==> src/rtl/tri_st_add_rslt_if.sv <==
// Handshake and XER bundle between the EX adder, the result stage and writeback.
// The master side drives adder results and consumer readiness; the slave side is the result stage.
interface tri_st_add_rslt_if;
    logic        in_val;
    logic        in_rdy;
    logic [0:63] in_sum;
    logic        in_cout_0;
    logic        in_cout_32;
    logic [1:0]  in_x_sgn;
    logic [1:0]  in_y_sgn;
    logic        in_is64;
    logic        in_rc;
    logic        in_oe;
    logic        in_ca;
    logic        flush;
    logic        xer_wr_val;
    logic [4:0]  xer_wr_data;
    logic        out_val;
    logic        out_rdy;
    logic [0:63] out_rslt;
    logic        out_cr0_val;
    logic [3:0]  out_cr0;
    logic [4:0]  xer_q;

    modport master (
        output in_val, in_sum, in_cout_0, in_cout_32, in_x_sgn, in_y_sgn,
               in_is64, in_rc, in_oe, in_ca, flush, xer_wr_val, xer_wr_data, out_rdy,
        input  in_rdy, out_val, out_rslt, out_cr0_val, out_cr0, xer_q
    );

    modport slave (
        input  in_val, in_sum, in_cout_0, in_cout_32, in_x_sgn, in_y_sgn,
               in_is64, in_rc, in_oe, in_ca, flush, xer_wr_val, xer_wr_data, out_rdy,
        output in_rdy, out_val, out_rslt, out_cr0_val, out_cr0, xer_q
    );
endinterface

==> src/rtl/tri_st_add_rslt.sv <==
// Adder result stage: derives CA/OV flags and CR0, holds architected XER, buffers results in a FIFO.
// Optional same-cycle forwarding on an empty FIFO is enabled by defining TRI_ST_ADD_RSLT_BYPASS_EN.
module tri_st_add_rslt #(
    parameter int DEPTH = 2
) (
    input  logic              clk,
    input  logic              rst,
    tri_st_add_rslt_if.slave  bus
);

    localparam int PW = $clog2(DEPTH);
    localparam logic [PW:0] FULL_CNT = (PW+1)'(DEPTH);

    generate
        if (DEPTH != 2 && DEPTH != 4) begin : g_bad_depth
            $error("tri_st_add_rslt: DEPTH must be 2 or 4");
        end
    endgenerate

    // {LT,GT,EQ,SO}; the compare width follows is64, word mode looks at sum[32:63] only.
    function automatic logic [3:0] f_cr0(input logic [0:63] sum, input logic is64, input logic so);
        logic msb;
        logic zero;
        msb  = is64 ? sum[0] : sum[32];
        zero = is64 ? (sum == 64'd0) : (sum[32:63] == 32'd0);
        return {msb, ~msb & ~zero, zero, so};
    endfunction

    function automatic logic [4:0] f_xer_upd(input logic [4:0] xer, input logic oe, input logic ov,
                                             input logic ov32, input logic upd_ca, input logic ca,
                                             input logic ca32);
        logic [4:0] r;
        r = xer;
        if (oe) begin
            r[4] = xer[4] | ov;
            r[3] = ov;
            r[1] = ov32;
        end
        if (upd_ca) begin
            r[2] = ca;
            r[0] = ca32;
        end
        return r;
    endfunction

    logic [0:63]      r_sum_p0 [DEPTH];
    logic [DEPTH-1:0] r_ca_p0;
    logic [DEPTH-1:0] r_ca32_p0;
    logic [DEPTH-1:0] r_ov_p0;
    logic [DEPTH-1:0] r_ov32_p0;
    logic [DEPTH-1:0] r_is64_p0;
    logic [DEPTH-1:0] r_rc_p0;
    logic [DEPTH-1:0] r_oe_p0;
    logic [DEPTH-1:0] r_updca_p0;
    logic [PW-1:0]    r_wptr;
    logic [PW-1:0]    r_rptr;
    logic [PW:0]      r_cnt;
    logic [4:0]       r_xer;

    logic        w_ov_in;
    logic        w_ov32_in;
    logic        w_full;
    logic        w_push;
    logic        w_pop;
    logic        w_fpop;
    logic        w_vld_p0;
    logic [0:63] w_hd_sum;
    logic        w_hd_ca;
    logic        w_hd_ca32;
    logic        w_hd_ov;
    logic        w_hd_ov32;
    logic        w_hd_is64;
    logic        w_hd_rc;
    logic        w_hd_oe;
    logic        w_hd_updca;
    logic [3:0]  w_cr0;

    assign w_ov_in   = bus.in_cout_0  ^ bus.in_sum[0]  ^ bus.in_x_sgn[1] ^ bus.in_y_sgn[1];
    assign w_ov32_in = bus.in_cout_32 ^ bus.in_sum[32] ^ bus.in_x_sgn[0] ^ bus.in_y_sgn[0];
    assign w_full    = (r_cnt == FULL_CNT);

`ifdef TRI_ST_ADD_RSLT_BYPASS_EN
    logic w_byp;
    assign w_byp    = (r_cnt == '0) && bus.in_val && bus.out_rdy;
    assign w_vld_p0 = (r_cnt != '0) || w_byp;
    assign w_push   = bus.in_val && !w_full && !bus.flush && !w_byp;
    assign w_pop    = w_vld_p0 && bus.out_rdy;
    assign w_fpop   = w_pop && (r_cnt != '0);
`else
    assign w_vld_p0 = (r_cnt != '0);
    assign w_push   = bus.in_val && !w_full && !bus.flush;
    assign w_pop    = w_vld_p0 && bus.out_rdy;
    assign w_fpop   = w_pop;
`endif

    always_comb begin
        w_hd_sum   = r_sum_p0[r_rptr];
        w_hd_ca    = r_ca_p0[r_rptr];
        w_hd_ca32  = r_ca32_p0[r_rptr];
        w_hd_ov    = r_ov_p0[r_rptr];
        w_hd_ov32  = r_ov32_p0[r_rptr];
        w_hd_is64  = r_is64_p0[r_rptr];
        w_hd_rc    = r_rc_p0[r_rptr];
        w_hd_oe    = r_oe_p0[r_rptr];
        w_hd_updca = r_updca_p0[r_rptr];
`ifdef TRI_ST_ADD_RSLT_BYPASS_EN
        if (w_byp) begin
            w_hd_sum   = bus.in_sum;
            w_hd_ca    = bus.in_cout_0;
            w_hd_ca32  = bus.in_cout_32;
            w_hd_ov    = w_ov_in;
            w_hd_ov32  = w_ov32_in;
            w_hd_is64  = bus.in_is64;
            w_hd_rc    = bus.in_rc;
            w_hd_oe    = bus.in_oe;
            w_hd_updca = bus.in_ca;
        end
`endif
    end

    assign w_cr0 = f_cr0(w_hd_sum, w_hd_is64, r_xer[4] | (w_hd_oe & w_hd_ov));

    // FIFO control: flush clears occupancy; a retiring pop in the same cycle still updates XER below.
    always_ff @(posedge clk or posedge rst) begin
        if (rst) begin
            r_wptr <= '0;
            r_rptr <= '0;
            r_cnt  <= '0;
        end else if (bus.flush) begin
            r_wptr <= '0;
            r_rptr <= '0;
            r_cnt  <= '0;
        end else begin
            if (w_push) r_wptr <= r_wptr + 1'b1;
            if (w_fpop) r_rptr <= r_rptr + 1'b1;
            case ({w_push, w_fpop})
                2'b10:   r_cnt <= r_cnt + 1'b1;
                2'b01:   r_cnt <= r_cnt - 1'b1;
                default: r_cnt <= r_cnt;
            endcase
        end
    end

    // Stage p0: entry storage, qualified by occupancy so no reset is needed on the data.
    always_ff @(posedge clk) begin
        if (w_push) begin
            r_sum_p0[r_wptr]   <= bus.in_sum;
            r_ca_p0[r_wptr]    <= bus.in_cout_0;
            r_ca32_p0[r_wptr]  <= bus.in_cout_32;
            r_ov_p0[r_wptr]    <= w_ov_in;
            r_ov32_p0[r_wptr]  <= w_ov32_in;
            r_is64_p0[r_wptr]  <= bus.in_is64;
            r_rc_p0[r_wptr]    <= bus.in_rc;
            r_oe_p0[r_wptr]    <= bus.in_oe;
            r_updca_p0[r_wptr] <= bus.in_ca;
        end
    end

    always_ff @(posedge clk or posedge rst) begin
        if (rst) begin
            r_xer <= '0;
        end else if (bus.xer_wr_val) begin
            r_xer <= bus.xer_wr_data;
        end else if (w_pop) begin
            r_xer <= f_xer_upd(r_xer, w_hd_oe, w_hd_ov, w_hd_ov32, w_hd_updca, w_hd_ca, w_hd_ca32);
        end
    end

    assign bus.in_rdy      = !w_full;
    assign bus.out_val     = w_vld_p0;
    assign bus.out_rslt    = w_vld_p0 ? w_hd_sum : 64'd0;
    assign bus.out_cr0     = w_vld_p0 ? w_cr0 : 4'd0;
    assign bus.out_cr0_val = w_vld_p0 & w_hd_rc;
    assign bus.xer_q       = r_xer;

    a_no_push_when_full: assert property (@(posedge clk) disable iff (rst) !(bus.in_val && w_full));

endmodule
==> src/flat_wrapper.sv <==
// flat-port wrapper written by rule: the top's interface ports become plain ports
module tri_st_add_rslt_flat 
#(
    parameter int DEPTH = 2
)
  (clk, rst, bus_in_val, bus_in_sum, bus_in_cout_0, bus_in_cout_32, bus_in_x_sgn, bus_in_y_sgn, bus_in_is64, bus_in_rc, bus_in_oe, bus_in_ca, bus_flush, bus_xer_wr_val, bus_xer_wr_data, bus_out_rdy, bus_in_rdy, bus_out_val, bus_out_rslt, bus_out_cr0_val, bus_out_cr0, bus_xer_q);
  tri_st_add_rslt_if bus_i ();
  input  logic clk;
  input  logic rst;
  input wire logic [$bits(bus_i.in_val)-1:0] bus_in_val;
  input wire logic [$bits(bus_i.in_sum)-1:0] bus_in_sum;
  input wire logic [$bits(bus_i.in_cout_0)-1:0] bus_in_cout_0;
  input wire logic [$bits(bus_i.in_cout_32)-1:0] bus_in_cout_32;
  input wire logic [$bits(bus_i.in_x_sgn)-1:0] bus_in_x_sgn;
  input wire logic [$bits(bus_i.in_y_sgn)-1:0] bus_in_y_sgn;
  input wire logic [$bits(bus_i.in_is64)-1:0] bus_in_is64;
  input wire logic [$bits(bus_i.in_rc)-1:0] bus_in_rc;
  input wire logic [$bits(bus_i.in_oe)-1:0] bus_in_oe;
  input wire logic [$bits(bus_i.in_ca)-1:0] bus_in_ca;
  input wire logic [$bits(bus_i.flush)-1:0] bus_flush;
  input wire logic [$bits(bus_i.xer_wr_val)-1:0] bus_xer_wr_val;
  input wire logic [$bits(bus_i.xer_wr_data)-1:0] bus_xer_wr_data;
  input wire logic [$bits(bus_i.out_rdy)-1:0] bus_out_rdy;
  output wire logic [$bits(bus_i.in_rdy)-1:0] bus_in_rdy;
  output wire logic [$bits(bus_i.out_val)-1:0] bus_out_val;
  output wire logic [$bits(bus_i.out_rslt)-1:0] bus_out_rslt;
  output wire logic [$bits(bus_i.out_cr0_val)-1:0] bus_out_cr0_val;
  output wire logic [$bits(bus_i.out_cr0)-1:0] bus_out_cr0;
  output wire logic [$bits(bus_i.xer_q)-1:0] bus_xer_q;
  assign bus_i.in_val = bus_in_val;
  assign bus_i.in_sum = bus_in_sum;
  assign bus_i.in_cout_0 = bus_in_cout_0;
  assign bus_i.in_cout_32 = bus_in_cout_32;
  assign bus_i.in_x_sgn = bus_in_x_sgn;
  assign bus_i.in_y_sgn = bus_in_y_sgn;
  assign bus_i.in_is64 = bus_in_is64;
  assign bus_i.in_rc = bus_in_rc;
  assign bus_i.in_oe = bus_in_oe;
  assign bus_i.in_ca = bus_in_ca;
  assign bus_i.flush = bus_flush;
  assign bus_i.xer_wr_val = bus_xer_wr_val;
  assign bus_i.xer_wr_data = bus_xer_wr_data;
  assign bus_i.out_rdy = bus_out_rdy;
  assign bus_in_rdy = bus_i.in_rdy;
  assign bus_out_val = bus_i.out_val;
  assign bus_out_rslt = bus_i.out_rslt;
  assign bus_out_cr0_val = bus_i.out_cr0_val;
  assign bus_out_cr0 = bus_i.out_cr0;
  assign bus_xer_q = bus_i.xer_q;
  tri_st_add_rslt #(.DEPTH(DEPTH)) u_core (.clk(clk), .rst(rst), .bus(bus_i));
endmodule
==> config.mk <==
export PLATFORM = sky130hd
export DESIGN_NAME = tri_st_add_rslt_flat
export DESIGN_NICKNAME = d
export VERILOG_FILES = /design/src/rtl/tri_st_add_rslt_if.sv /design/src/rtl/tri_st_add_rslt.sv /design/src/flat_wrapper.sv
export SDC_FILE = /design/constraint.sdc
export NUM_CORES = 1
export LEC_CHECK = 0
export ABC_AREA = 1
export BUFFER_PORTS_ARGS = -buffer_cell sky130_fd_sc_hd__buf_2
export CORE_MARGIN = 2
export CORE_UTILIZATION = 57
export DETAILED_ROUTE_END_ITERATION = 7
export PLACE_DENSITY_LB_ADDON = 0.15
export REMOVE_ABC_BUFFERS = 1
export SYNTH_ARGS = -nofsm -noshare
export SYNTH_HDL_FRONTEND = slang
export SYNTH_SLANG_ARGS = --single-unit
==> constraint.sdc <==
create_clock -name clk -period 8.2 [get_ports clk]
set_clock_uncertainty 0.15 [all_clocks]
set_input_delay 0.41 -clock clk [delete_from_list [all_inputs] [get_ports clk]]
set_output_delay 0.41 -clock clk [all_outputs]
set_load 0.01 [all_outputs]
== Word level (Yosys, flattened, before mapping) ==
Memory sizes are Yosys's and may differ from the RTL's.
Cells that the tools add are included.

* Add/subtract/negate cells: 4
* $mul: 0
* Div/mod/pow operators: 0
* $lt $le $gt $ge: 3
* Equality and inequality tests: 3
* Shifts and indexed selects: 0
* Muxes and demuxes: 44
* Bitwise operators: 13
* Reduce and logical (&&, ||, !) cells: 17

{| class="wikitable"
|+ Operator list
! operator !! number
|-
| $logic_not 64->1 || 1
|-
| $mux 64 || 1
|-
| $logic_not 32->1 || 1
|-
| $mux 1 || 28
|-
| $bwmux 2 || 8
|-
| $reduce_bool 2->1 || 6
|-
| $mux 5 || 2
|-
| $xor 1x1->1 || 6
|-
| $eq 2x2->1 const B || 2
|-
| $logic_and 1x1->1 || 4
|-
| $lt 1x2->1 const B || 2
|-
| $mux 2 || 2
|-
| $mux 4 || 1
|-
| $pmux 2 s2 || 1
|-
| $reduce_and 2->1 || 2
|-
| $and 1x1->1 || 3
|-
| $reduce_bool 3->1 || 1
|-
| $add 1x1->1 const B || 2
|-
| $add 2x1->2 const B || 1
|-
| $eq 2x1->1 const B || 1
|-
| $logic_not 1->1 || 2
|-
| $not 1->1 || 2
|-
| $or 1x1->1 || 2
|-
| $sub 2x1->2 const B || 1
|-
| other kinds (2) || 2
|}

* Register bits: 25
* Bits in latches: 0
* Memory bits (writable): 128
* Memory bits (read-only): 0
* Input port bits: 85
* Output and inout port bits: 76
* Logic and storage cells: 98
* Memories: 1

{| class="wikitable"
|+ Memory list
! memory !! words !! bits a word !! rd ports !! clocked after Yosys merged registers in !! write ports !! RTL line !! RTL
|-
| u_core.r_sum_p0 || 2 || 64 || 1 || 0 || 1 || tri_st_add_rslt.sv:46 || <nowiki>logic [0:63] r_sum_p0 [DEPTH];</nowiki>
|}

== Depth between registers and ports, before layout ==
Gate-level depths: netlist of run 1.

* Word-level depth: 7
* Depth in mapped cells: 12
* Gate-level depth less buffers: 11

== Worst setup path after synthesis of run 1 ==
OpenSTA, ideal clock, no wires.

* Path kind: register -> register
* From: reg u_core.r_cnt[1]
* To: reg u_core.r_ca32_p0[0] (enable)
* Setup time: 0.504 ns
* Arrival time: 3.730 ns
* Data required time: 7.546 ns
* Setup slack: 3.817 ns
* Cell stages (with the launch flop): 5
* Buffers on the path: 0
* Clock period less this slack: 4.383 ns
* Cell sequence: dfrtp_1 inv_1 or2_2 nand3_1 nor2_1

* Word-level cells in the longest chain between the ends: 4

{| class="wikitable"
|+ Ends and longest elaborated chain
! element !! RTL line !! RTL
|-
| from (decl) || tri_st_add_rslt.sv:57 || <nowiki>logic [PW:0] r_cnt;</nowiki>
|-
| from (signal assigned) || tri_st_add_rslt.sv:137 || <nowiki>2'b10: r_cnt <= r_cnt + 1'b1;</nowiki>
|-
| from (signal assigned) || tri_st_add_rslt.sv:138 || <nowiki>2'b01: r_cnt <= r_cnt - 1'b1;</nowiki>
|-
| from (signal assigned) || tri_st_add_rslt.sv:139 || <nowiki>default: r_cnt <= r_cnt;</nowiki>
|-
| $eq 2x2->1 || tri_st_add_rslt.sv:80 || <nowiki>assign w_full = (r_cnt == FULL_CNT);</nowiki>
|-
| $logic_not 1->1 || - ||
|-
| via bus_in_rdy || flat_wrapper.sv:24 || <nowiki>output wire logic [$bits(bus_i.in_rdy)-1:0] bus_in_rdy;</nowiki>
|-
| $logic_and 1x1->1 (2 in a row) || tri_st_add_rslt.sv:91 || <nowiki>assign w_push = bus.in_val && !w_full && !bus.flush;</nowiki>
|-
| to (signal, indexed assignment) || tri_st_add_rslt.sv:149 || <nowiki>r_ca32_p0[r_wptr] <= bus.in_cout_32;</nowiki>
|-
| to (decl) || tri_st_add_rslt.sv:48 || <nowiki>logic [DEPTH-1:0] r_ca32_p0;</nowiki>
|}

The timed path passes the listed nets, and every way through them passes these cells.
A chain may end at the register's enable or synchronous reset.

== Worst setup path in the final report of run 1 ==
* From: reg u_core.r_rptr
* To: out bus_out_cr0[1]

* Word-level cells in the longest chain between the ends: 4
* Elaborated cells on any way between the ends: 7
* Classes of those cells: 4 x mux; 2 x reduce/logical; 1 x memory

{| class="wikitable"
|+ Ends and longest elaborated chain
! element !! RTL line !! RTL
|-
| from (decl) || tri_st_add_rslt.sv:56 || <nowiki>logic [PW-1:0] r_rptr;</nowiki>
|-
| from (signal assigned) || tri_st_add_rslt.sv:135 || <nowiki>if (w_fpop) r_rptr <= r_rptr + 1'b1;</nowiki>
|-
| $mem_v2 2x64 / $mux 1 (equally long branches) || - ||
|-
| $logic_not 64->1 (tied with other cells) || tri_st_add_rslt.sv:25 || <nowiki>zero = is64 ? (sum == 64'd0) : (sum[32:63] == 32'd0);</nowiki>
|-
| $mux 1 (*) || tri_st_add_rslt.sv:25 ||
|-
| $mux 4 (*) || tri_st_add_rslt.sv:172 || <nowiki>assign bus.out_cr0 = w_vld_p0 ? w_cr0 : 4'd0;</nowiki>
|-
| to (decl) || flat_wrapper.sv:28 || <nowiki>output wire logic [$bits(bus_i.out_cr0)-1:0] bus_out_cr0;</nowiki>
|}

Every way passes the cells marked *; elsewhere a longest branch is shown, timed or not. The select of a mux whose other input is x is not followed.

==> qor.csv, run 1 <==
stage;metric;value;unit
worst_setup_path;reg2reg_slack;5370;ps
layout;fillers;794;
place;gp_congestion;0.808;
clocking;h-tree-depth;4;
routing;drcViolationCount;0;
hold_path;min-delay-start;bus_in_sum[19];
layout;instances_no_fill;943;
worst_setup_path;reg2reg_from;u_core.r_cnt[1];
worst_setup_path;critical_path.max_fanout;84;
layout;layout-drive-gt1-share;25.4;%
clocking;cts_hold_buf;1;
die;start_util;57.8;%
power_and_ir_drop;power_density;307;nW/um^2
routing;vias_per_cell;5.05;
routing;routedWlPerCell;14.3;um
synthesis;ys_top_cells_by_area;edfxtp_1, nand2_1, nor2_1, inv_1, dfrtp_1;
clocking;cts-resized-gates;0;
sta;timing.setup.tns;0;ps
worst_setup_path;max_stage_delay;700;ps
sta;finalCritPeriodShare;47.2;%
routing;drtIter0Drc;297;
clocking;cts_setup_buffers;0;
worst_setup_path;cp_top_family;buffers and inverters;
place;placed_cells;908;
worst_setup_path;critPathCaptureType;output pin;
worst_setup_path;cp_cell_sequence;buf_4 > inv_2 > nand2_1 > nand2_1 > nor2_1 > nand2_1 > nor2_1 > nand2_1 > nor2_1 > nand2_1 > nor2_1 > buf_2;
layout;post-route-util;71.8;%
sta;rsz0062_at_grt;no;
layout;nets;870;
layout;mostFrequentLayoutCell;nand2_1;
clocking;numCtsBuffers;17;
routing;ant_nets;0;
grt;grt_overflow;0;
die;die_w;111;um
layout;final_cell_mix;nand2_1, buf_2, edfxtp_1;
clocking;path_clk_slew;60;ps
sta;relSlewSlack;23.3;%
worst_setup_path;crit_path_frequent_cell;nand2_1;
grt;grt_max_degree;85;
sta;tightest_slew;1150;ps
worst_setup_path;criticalPathCategory;reg -> out;
worst_setup_path;crit_required;7640;ps
clocking;clkSinkCount;153;
power_and_ir_drop;ir_worst_vdd;200;uV
power_and_ir_drop;leakagePower;3.65;nW
sta;hold_viol;0;
die;io_pins;161;
clocking;clockRootBuffer;clkbuf_16;
hold_path;hold_path.class;in -> reg;
clocking;cts_buffer_depth;2;
worst_setup_path;crit_path_start_kind;register;
grt;grt_pass1_vias;4608;
grt;track_usage;22.5;%
die;die_h;111;um
hold_path;hold-path-endpoint;u_core.r_sum_p0[0][19];
flow_run;cap_violations;0;
sta;setup_violations;0;
die;rows;39;
synthesis;yosysWarningCount;0;
worst_setup_path;arrival;3310;ps
synthesis;syn_area_per_cell;10.4;um^2
power_and_ir_drop;power;0.00248;W
synthesis;synth_cell_types;23;
place;dp_hpwl;8.50;mm
grt;grt_pass1_wl;21.5;mm
hold_path;hold_depth;1;
layout;largest-register;u_core.r_sum_p0;
worst_setup_path;timing.rr.end;u_core.r_sum_p0[0][34];
clocking;cts_tree;done;
synthesis;yosysTopAreaCell;edfxtp_1;
routing;dr.pass1.iters;4;
sta;period_minus_slack;3870;ps
worst_setup_path;crit_slowest_cell;inv_2;
die;core-area;11300;um^2
layout;largest_reg_flops;128;
grt;antenna_found_initial;3;
synthesis;synthCells;624;
routing;routed_wl;13.4;mm
sta;max_freq;258;MHz
routing;vias;4763;
worst_setup_path;critical_path_buf_inv_count;3;
synthesis;ys_seq_area_share;69.8;%
run_status;status;finished, final reports clean;
synthesis;synth_top_area_share;66.3;%
layout;area_delta_synth_final;24.1;%
synthesis;synth_seq_cells;153;
die;die-area;12300;um^2
synthesis;syn_area;6520;um^2
worst_setup_path;reg2reg_depth;5;
place;portBuffers;160;
sta;final_max_slew_viol_count;0;
clocking;insertion_delay;410;ps
-- worst max path at each step --
| stage | slack [ps] | depth (start not counted) | from | endpoint |
|---|---|---|---|---|
| 6_report | 4330 | 12 | u_core.r_rptr | bus_out_cr0[1] |
| 3_3_place_gp | 4760 | 12 | u_core.r_rptr | bus_out_cr0[1] |
| 2_1_floorplan | 3820 | 4 | u_core.r_cnt[1] | u_core.r_ca32_p0[0] |
| 5_1_grt | 3900 | 12 | u_core.r_rptr | bus_out_cr0[1] |
| 3_5_place_dp | 4710 | 12 | u_core.r_rptr | bus_out_cr0[1] |
| 4_1_cts | 4220 | 12 | u_core.r_rptr | bus_out_cr0[1] |
-- cell families (layout without fill, tap and decap cells) --
logic type / Yosys count / in the layout / synth area share [%]
buffers and inverters: 87 / 261 / 5.74
XOR/XNOR: 7 / 7 / 0.941
AND/OR/NAND/NOR: 317 / 317 / 18.5
AO/OA/AOI/OAI: 60 / 60 / 5.01
other: 0 / 2 / 0
flip-flops: 153 / 153 / 69.8
-- cell usage after synthesis (all sizes together) --
cell type and number:
nand2 230, edfxtp 144, nor2 76, inv 64
a21oi 39, o21ai 18, buf 17, dfrtp 9
nand3 8, clkbuf 6, xnor2 5, or2 3
xor2 2, o21bai 1, o22a 1, o31ai 1
-- metal layers --
metal	global-route usage (%)	vias to the layer above	routed length (um)
met2	38.5	165	6890
met1	27.3	2213	5510
met5	0	-	13
met4	9.42	2	275
li1	-	2360	-
met3	5.52	23	759
-- layout make-up --
cell class	count	area, um^2	share of cell area [%]
Antenna cell	2	5.00	0.0618
Clock buffer	26	597	7.37
Clock inverter	6	62.6	0.773
Inverter	64	240	2.97
Multi-Input combinational cell	384	1620	20.0
Sequential cell	153	4550	56.2
Tap cell	143	179	2.21
Timing Repair Buffer	165	841	10.4
-- worst register-to-register path: cells and delay by family (launching register included) --
kind                   cells  cell delay [ps]
AND/OR/NAND/NOR            3             1130
flip-flops                 1              400
buffers and inverters      2              730
-- per-stage QoR --
stage                     hold WS, ps  worst slack [ps]  area [um^2]
after CTS                        22.5              4220         8090
after detailed placement          245              4710         7420
after global placement            241              4760         7420
after global routing             19.0              3900         8090
final                            35.7              4330         8090
after floorplan                  87.9              3820         6380
-- where the power goes --
| part | internal (W) | switching [W] | leakage [nW] |
|---|---|---|---|
| clock network | 0.000536 | 0.000293 | 0.329 |
| registers | 0.000928 | 0.0000215 | 1.42 |
| logic | 0.000235 | 0.000467 | 1.89 |
No activity file was read; power rests on OpenSTA's default activity.
==> run 2, diff against run 1 <==
--- a/config.mk
+++ b/config.mk
@@ -5,10 +5,10 @@
 export SDC_FILE = /design/constraint.sdc
 export NUM_CORES = 1
 export LEC_CHECK = 0
-export ABC_AREA = 1
+export ABC_AREA = 0
 export BUFFER_PORTS_ARGS = -buffer_cell sky130_fd_sc_hd__buf_2
 export CORE_MARGIN = 2
-export CORE_UTILIZATION = 57
+export CORE_UTILIZATION = 48
 export DETAILED_ROUTE_END_ITERATION = 7
 export PLACE_DENSITY_LB_ADDON = 0.15
 export REMOVE_ABC_BUFFERS = 1
==> constraint.sdc (replaced) <==
create_clock -name clk -period 3.3 [get_ports clk]
set_clock_uncertainty 0.15 [all_clocks]
set_input_delay 0.165 -clock clk [delete_from_list [all_inputs] [get_ports clk]]
set_output_delay 0.165 -clock clk [all_outputs]
set_load 0.01 [all_outputs]
==> run 2 against run 1 <==
Effect of this change: clock power grew 120%; combinational power decreased by 22%; synthesized area decreased by 4.0%; worst hold slack got worse by 10 ps; final cell count fell by 10%; routed wire length up 5.2%; critical path depth decreased by 6; first-iteration DRC count decreased by 13%; global-route usage down 1.7 points; die area is 14% higher; non-clock buffer count rose by 88; critical endpoint is now bus_out_cr0[2].
==> qor.csv, run 2 <==
stage;metric;value;unit;change
run_status;status;finished, final reports clean;;
worst_setup_path;reg2reg_slack;550;ps;-4820 ps
clocking;clkSinkCount;153;;unchanged
synthesis;synth_top_area_share;69.1;%;+2.7 points
clocking;numCtsBuffers;17;;unchanged
synthesis;synth_seq_cells;153;;unchanged
die;die_w;118;um;+6.6%
synthesis;synth_cell_types;35;;+52%
power_and_ir_drop;leakagePower;3.26;nW;-11%
synthesis;synth-edff-count;144;;unchanged
place;dp_hpwl;9.22;mm;+8.5%
sta;period_minus_slack;2800;ps;
layout;largest_reg_flops;128;;unchanged
worst_setup_path;cp_top_family;simple AND/OR/NAND/NOR gates;;
worst_setup_path;timing.rr.end;u_core.bus.xer_q[1];;
routing;routedWlPerCell;16.7;um;+17%
clocking;cts-resized-gates;0;;unchanged
worst_setup_path;crit_end;bus_out_cr0[2];;
hold_path;hold_path.class;in -> reg;;
place;gp_congestion;0.764;;-5.5%
sta;rsz0062_at_grt;no;;
clocking;cts_buffer_depth;2;;unchanged
worst_setup_path;crit_slowest_cell;dfrtp_4;;
worst_setup_path;critical_path_depth;6;;-6
layout;nets;749;;-14%
layout;fillers;973;;+23%
worst_setup_path;crit_path_start_kind;register;;
routing;dr.pass1.iters;4;;unchanged
routing;vias_per_cell;5.02;;-0.52%
grt;grt_pass1_wl;22.1;mm;+2.6%
layout;antenna_cells;0;;-2
synthesis;synthTopCellsByCount;edfxtp_1, nor2_1, mux2i_1;;
synthesis;ys_top_cells_by_area;edfxtp_1, mux2i_1, nor2_1, dfrtp_1, nor4_1;;
synthesis;yosysWarningCount;0;;unchanged
worst_setup_path;max_stage_delay;750;ps;+50 ps
die;io_pins;161;;unchanged
sta;max_freq;358;MHz;
layout;area_delta_synth_final;37.8;%;
worst_setup_path;reg2reg_depth;6;;+1
layout;mostFrequentLayoutCell;buf_2;;
sta;finalCritPeriodShare;84.8;%;
routing;drtIter0Drc;259;;-13%
worst_setup_path;cp_cell_sequence;nor4b_1 > nand4_1 > o22ai_1 > nand4_1 > and3_1 > buf_2;;
routing;routed_wl;14.1;mm;+5.2%
place;portBuffers;160;;unchanged
grt;track_usage;20.8;%;-1.7 points
worst_setup_path;criticalPathCategory;reg -> out;;
synthesis;yosysTopAreaCell;edfxtp_1;;
sta;tightest_slew;760;ps;-391 ps
synthesis;yosysMostFrequentCell;edfxtp_1;;
clocking;h-tree-depth;4;;unchanged
worst_setup_path;critPathCaptureType;output pin;;
sta;final_max_slew_viol_count;0;;unchanged
die;start_util;49.4;%;-8.4 points
sta;hold_viol;0;;unchanged
power_and_ir_drop;ir_worst_vdd;338;uV;+68%
clocking;cts_hold_buf;85;;+84
synthesis;ys_seq_area_share;72.7;%;+2.9 points
layout;largest-register;u_core.r_sum_p0;;
clocking;path_clk_slew;50;ps;about the same
routing;drcViolationCount;0;;unchanged
die;die_h;118;um;+6.6%
worst_setup_path;crit_path_frequent_cell;nand4_1;;
sta;relSlewSlack;49.4;%;+26 points
synthesis;syn_area_per_cell;15.3;um^2;+47%
power_and_ir_drop;power_density;535;nW/um^2;+75%
clocking;cts_setup_buffers;0;;unchanged
worst_setup_path;critical_path_buf_inv_count;1;;-2
clocking;cts_tree;done;;
routing;ant_nets;0;;unchanged
die;rows;41;;+5.1%
clocking;insertion_delay;420;ps;about the same
worst_setup_path;arrival;2480;ps;-830 ps
worst_setup_path;critical_path.max_fanout;30;;-64%
sta;hold_slack;25.5;ps;-10.2 ps
synthesis;synthCells;409;;-34%
synthesis;synthArstFlopShare;5.88;%;unchanged
layout;final_cell_mix;buf_2, edfxtp_1, dlygate4sd3_1;;
grt;grt_overflow;0;;unchanged
layout;layout-drive-gt1-share;29.5;%;+4.1 points
die;die-area;14000;um^2;+14%
die;core-area;12700;um^2;+12%
flow_run;cap_violations;0;;unchanged
grt;grt_pass1_vias;4410;;-4.3%
sta;setup_violations;0;;unchanged
clocking;clockRootBuffer;clkbuf_16;;
routing;vias;4266;;-10%
grt;grt_max_degree;63;;-26%
grt;antenna_found_initial;0;;-3
worst_setup_path;cp-startpoint;u_core.r_rptr;;
power_and_ir_drop;power;0.00462;W;+86%
worst_setup_path;crit_required;2980;ps;-4660 ps
synthesis;synth_ff_type;edfxtp_1;;
synthesis;syn_area;6260;um^2;-4.0%
worst_setup_path;reg2reg_from;u_core.r_rptr;;
==> run 2: cell types whose count changed in the layout (fill, tap and decap cells not counted), moves of 5 or more <==
cell,delta
nand2_1,-223
mux2i_1,+69
dlygate4sd3_1,+84
inv_1,-60
nand4_1,+9
o21ai_1,-5
nand3_1,-7
o21ai_0,-6
nor4_1,+30
a21oi_1,-32
clkinv_1,+8
clkbuf_16,-6
==> run 2: worst register-to-register path, stage by stage (launching register included) <==
cell and delay, ps:
dfrtp_4 750, buf_4 490, mux2i_1 360, o21ai_0 130, o31a_1 110, o21ai_1 130, dlygate4sd3_1 570
==> run 2: cell families after synthesis <==
group / after synthesis / synth area share (%)
AOI/OAI and AO/OA: 21 / 1.94
xor gates and xnor gates: 8 / 1.12
buffers and inverters: 21 / 2.36
DFF: 153 / 72.7
muxes: 71 / 11.4
and+or+nand+nor: 135 / 10.5
==> run 2: how the worst min path moves through the flow <==
stage                         start                  end  depth (start not counted)
floorplan                       rst  u_core.bus.xer_q[0]                          1
global placement                rst  u_core.bus.xer_q[4]                          2
detailed placement              rst  u_core.bus.xer_q[4]                          2
CTS                  bus_xer_wr_val  u_core.bus.xer_q[0]                          3
global route        bus_in_y_sgn[0]  u_core.r_ov32_p0[0]                          3
finish               bus_xer_wr_val  u_core.bus.xer_q[0]                          3
==> run 2: final cells by class <==
class / instances / area, um^2 / share of cell area, %
Clock inverter: 14 / 113 / 1.31
Timing Repair Buffer: 253 / 1720 / 20.0
Inverter: 4 / 15.0 / 0.174
Tap cell: 172 / 215 / 2.49
Sequential cell: 153 / 4550 / 52.8
Clock buffer: 18 / 429 / 4.97
Multi-Input combinational cell: 235 / 1580 / 18.3
==> run 2: report_power, final <==
group | switching, W | total [W] | internal (W)
logic | 0.000283 | 0.000547 | 0.000264
clock network | 0.000701 | 0.00179 | 0.00108
registers | 0.0000572 | 0.00228 | 0.00223
==> run 2: per-layer routing <==
metal  vias up  share of wire (%)  global-route usage (%)
met3        14                4.9                    4.63
met4         0                1.7                    8.73
met5         -                  0                       0
met2       133                 51                    34.6
met1      2041                 42                    26.2
li1       2078                  -                       -
==> run 2: per-stage QoR <==
| step | setup TNS, ps | utilization, % | setup WS, ps | area (um^2) | std cells |
|---|---|---|---|---|---|
| 6_report | 0 | 68.1 | 503 | 8630 | 849 |
| 5_1_grt | 0 | 68.1 | 372 | 8630 | 849 |
| 4_1_cts | 0 | 68.1 | 513 | 8630 | 849 |
| 3_5_place_dp | 0 | 57.1 | 965 | 7240 | 732 |
| 3_3_place_gp | 0 | 57.1 | 988 | 7240 | 732 |
| 2_1_floorplan | -469470 | - | -3440 | 6130 | 392 |
==> run 3, diff against run 2 <==
--- a/config.mk
+++ b/config.mk
@@ -5,10 +5,10 @@
 export SDC_FILE = /design/constraint.sdc
 export NUM_CORES = 1
 export LEC_CHECK = 0
-export ABC_AREA = 0
+export ABC_AREA = 1
 export BUFFER_PORTS_ARGS = -buffer_cell sky130_fd_sc_hd__buf_2
 export CORE_MARGIN = 2
-export CORE_UTILIZATION = 48
+export CORE_UTILIZATION = 53
 export DETAILED_ROUTE_END_ITERATION = 7
 export PLACE_DENSITY_LB_ADDON = 0.15
 export REMOVE_ABC_BUFFERS = 1
==> constraint.sdc (replaced) <==
create_clock -name clk -period 2.9 [get_ports clk]
set_clock_uncertainty 0.15 [all_clocks]
set_input_delay 0.145 -clock clk [delete_from_list [all_inputs] [get_ports clk]]
set_output_delay 0.145 -clock clk [all_outputs]
set_load 0.01 [all_outputs]
==> run 3 against run 2 <==
Effect of this change: routed wire length up 8.5%; power rose by 53%; via count up 19%; sequential cell count did not move; first-iteration DRC count increased by 63%; critical path depth is 6 higher; final cell count up 22%; critical path type unchanged.
==> qor.csv, run 3 (synthesis gave the netlist of run 1 again) <==
stage;metric;value;unit;change
place;portBuffers;160;;unchanged
run_status;status;finished, final reports clean;;
layout;final_area;8930;um^2;+3.5%
routing;drcViolationCount;0;;unchanged
sta;hold_viol;0;;unchanged
flow_run;cap_violations;0;;unchanged
routing;ant_nets;0;;unchanged
sta;max_freq;366;MHz;
die;start_util;54.3;%;+4.9 points
sta;rsz0062_at_grt;no;;
power_and_ir_drop;sw_frac_of_total;32.5;%;+10 points
clocking;insertion_delay;420;ps;about the same
sta;period_minus_slack;2730;ps;
layout;largest_reg_flops;128;;unchanged
routing;dr.pass1.iters;5;;+1
worst_setup_path;criticalPathCategory;reg -> out;;
layout;largest-register;u_core.r_sum_p0;;
die;die_h;115;um;-2.8%
place;dp_hpwl;9.22;mm;about the same
place;gp_congestion;0.777;;+1.7%
routing;vias_per_cell;4.92;;-2.2%
power_and_ir_drop;ir_worst_vdd;767;uV;+130%
grt;track_usage;23.9;%;+3.1 points
routing;drtIter0Drc;422;;+63%
layout;layout-drive-gt1-share;23.8;%;-5.7 points
grt;grt_pass1_vias;5106;;+16%
worst_setup_path;crit_required;2610;ps;-370 ps
sta;final_max_slew_viol_count;0;;unchanged
routing;routed_wl;15.3;mm;+8.5%
grt;grt_pass1_wl;23.6;mm;+7.1%
power_and_ir_drop;p_int;0.00476;W;+33%
clocking;cts_buffer_depth;2;;unchanged
clocking;clkSinkCount;153;;unchanged
place;pre_cts_slack;482;ps;-483 ps
power_and_ir_drop;p_switching;0.00229;W;+120%
clocking;h-tree-depth;4;;unchanged
sta;finalCritPeriodShare;94.3;%;
die;core-area;12000;um^2;-5.2%
clocking;path_clk_slew;60;ps;about the same
sta;relSlewSlack;47.1;%;-2.2 points
power_and_ir_drop;seq_power_share;38.4;%;-11 points
layout;antenna_cells;0;;unchanged
layout;area_delta_synth_final;36.9;%;
place;place_area;7500;um^2;+3.7%
hold_path;hold_path.class;in -> reg;;
layout;final_cell_mix;nand2_1, buf_2, edfxtp_1;;
power_and_ir_drop;leakagePower;3.98;nW;+22%
power_and_ir_drop;p_clk_share;30.7;%;-8.0 points
worst_setup_path;arrival;2440;ps;-40 ps
clocking;numCtsBuffers;17;;unchanged
grt;antenna_found_initial;0;;unchanged
die;io_pins;161;;unchanged
routing;vias;5073;;+19%
die;die-area;13200;um^2;-5.5%
worst_setup_path;crit_path_start_kind;register;;
grt;grt_overflow;0;;unchanged
worst_setup_path;critical_path.max_fanout;21;;-30%
die;die_w;115;um;-2.8%
power_and_ir_drop;power;0.00705;W;+53%
die;rows;40;;-2.4%
grt;grt_max_degree;73;;+16%
power_and_ir_drop;power_density;790;nW/um^2;+48%
worst_setup_path;max_stage_delay;570;ps;-180 ps
sta;setup_violations;0;;unchanged
clocking;clockRootBuffer;clkbuf_16;;
worst_setup_path;critPathCaptureType;output pin;;
worst_setup_path;critical_path_buf_inv_count;3;;+2
worst_setup_path;crit_slowest_cell;dfrtp_4;;
layout;nets;957;;+28%
sta;tightest_slew;793;ps;+33.5 ps
power_and_ir_drop;p_comb_share;30.9;%;+19 points
layout;mostFrequentLayoutCell;nand2_1;;
routing;routedWlPerCell;14.9;um;-11%
sta;timing.final.ws_setup;166;ps;-337 ps
worst_setup_path;crit_path_frequent_cell;nand2_1;;
worst_setup_path;cp_top_family;simple AND/OR/NAND/NOR gates;;
clocking;cts_tree;done;;
worst_setup_path;cp_cell_sequence;buf_6 > buf_4 > nand2_1 > nand2_1 > nor2_1 > nand2_1 > nor2_1 > nand2_1 > nor2_1 > nand2_1 > nor2_1 > buf_2;;
## run 3: cell types whose count changed in the layout (fill, tap and decap cells not counted), moves of 7 or more
cell / before / now
nand4_1: 9 / 0
mux2i_1: 69 / 0
nand3_1: 1 / 8
nor4_1: 30 / 0
a21oi_1: 7 / 39
nand2_1: 7 / 230
inv_1: 3 / 63
## run 3: layout make-up
type	count	area, um^2
Clock inverter	15	159
Multi-Input combinational cell	384	1620
Inverter	64	245
Timing Repair Buffer	252	1740
Fill cell	837	3080
Sequential cell	153	4550
Tap cell	147	184
Clock buffer	17	425
## run 3: final timing paths
path                                startpoint                      to  slack [ps]  depth (start not counted)
max                              u_core.r_rptr          bus_out_cr0[1]         170                         12
min                            bus_in_y_sgn[1]       u_core.r_ov_p0[1]          20                          3
max reg2reg                    u_core.r_cnt[1]  u_core.r_sum_p0[0][60]         890                          5
min reg2reg                u_core.bus.xer_q[2]     u_core.bus.xer_q[2]         370                          2
max in group asynchronous                  rst           u_core.r_rptr        2200                          3
min in group asynchronous                  rst     u_core.bus.xer_q[0]          90                          3
## run 3: power groups by stage
stage          combinational (W)  clock [W]  sequential, W
2_1_floorplan            0.00114          0        0.00279
3_3_place_gp             0.00200          0        0.00274
3_5_place_dp             0.00203          0        0.00275
4_1_cts                  0.00213    0.00219        0.00271
5_1_grt                  0.00242    0.00229        0.00272
6_report                 0.00218    0.00217        0.00271
## run 3: metal layers
metal  share of wire, %  wire, um  vias up  track usage [%]
li1                   -         -     2534                -
met1                 41      6220     2351             27.6
met2                 52      8010      170             42.8
met3                5.8       896       18             6.69
met4                1.4       218        0             8.19
met5                  0         0        -                0
## run 3: timing repair
item / in CTS / in global routing
buffers inserted: 0 / 1
endpoints found under the hold margin: 158 / 0
hold buffers: 79 / 0
resized for setup: 0 / 6
endpoints found under the setup margin: 0 / 2
## run 3: tightest hold or removal path: stages
cell,delay [ps]
buf_2,80
xor2_1,80
xnor2_1,180
## run 3: metrics by stage
| step | setup TNS [ps] | utilization [%] | cells | hold slack, ps |
|---|---|---|---|---|
| floorplan | -236060 | - | 601 | -177 |
| global placement | 0 | 62.4 | 919 | -27.3 |
| detailed placement | 0 | 62.4 | 919 | -16.7 |
| CTS | 0 | 73.9 | 1030 | 5.19 |
| global route | 0 | 74.3 | 1032 | 55.7 |
| finish | 0 | 74.3 | 1032 | 23.3 |
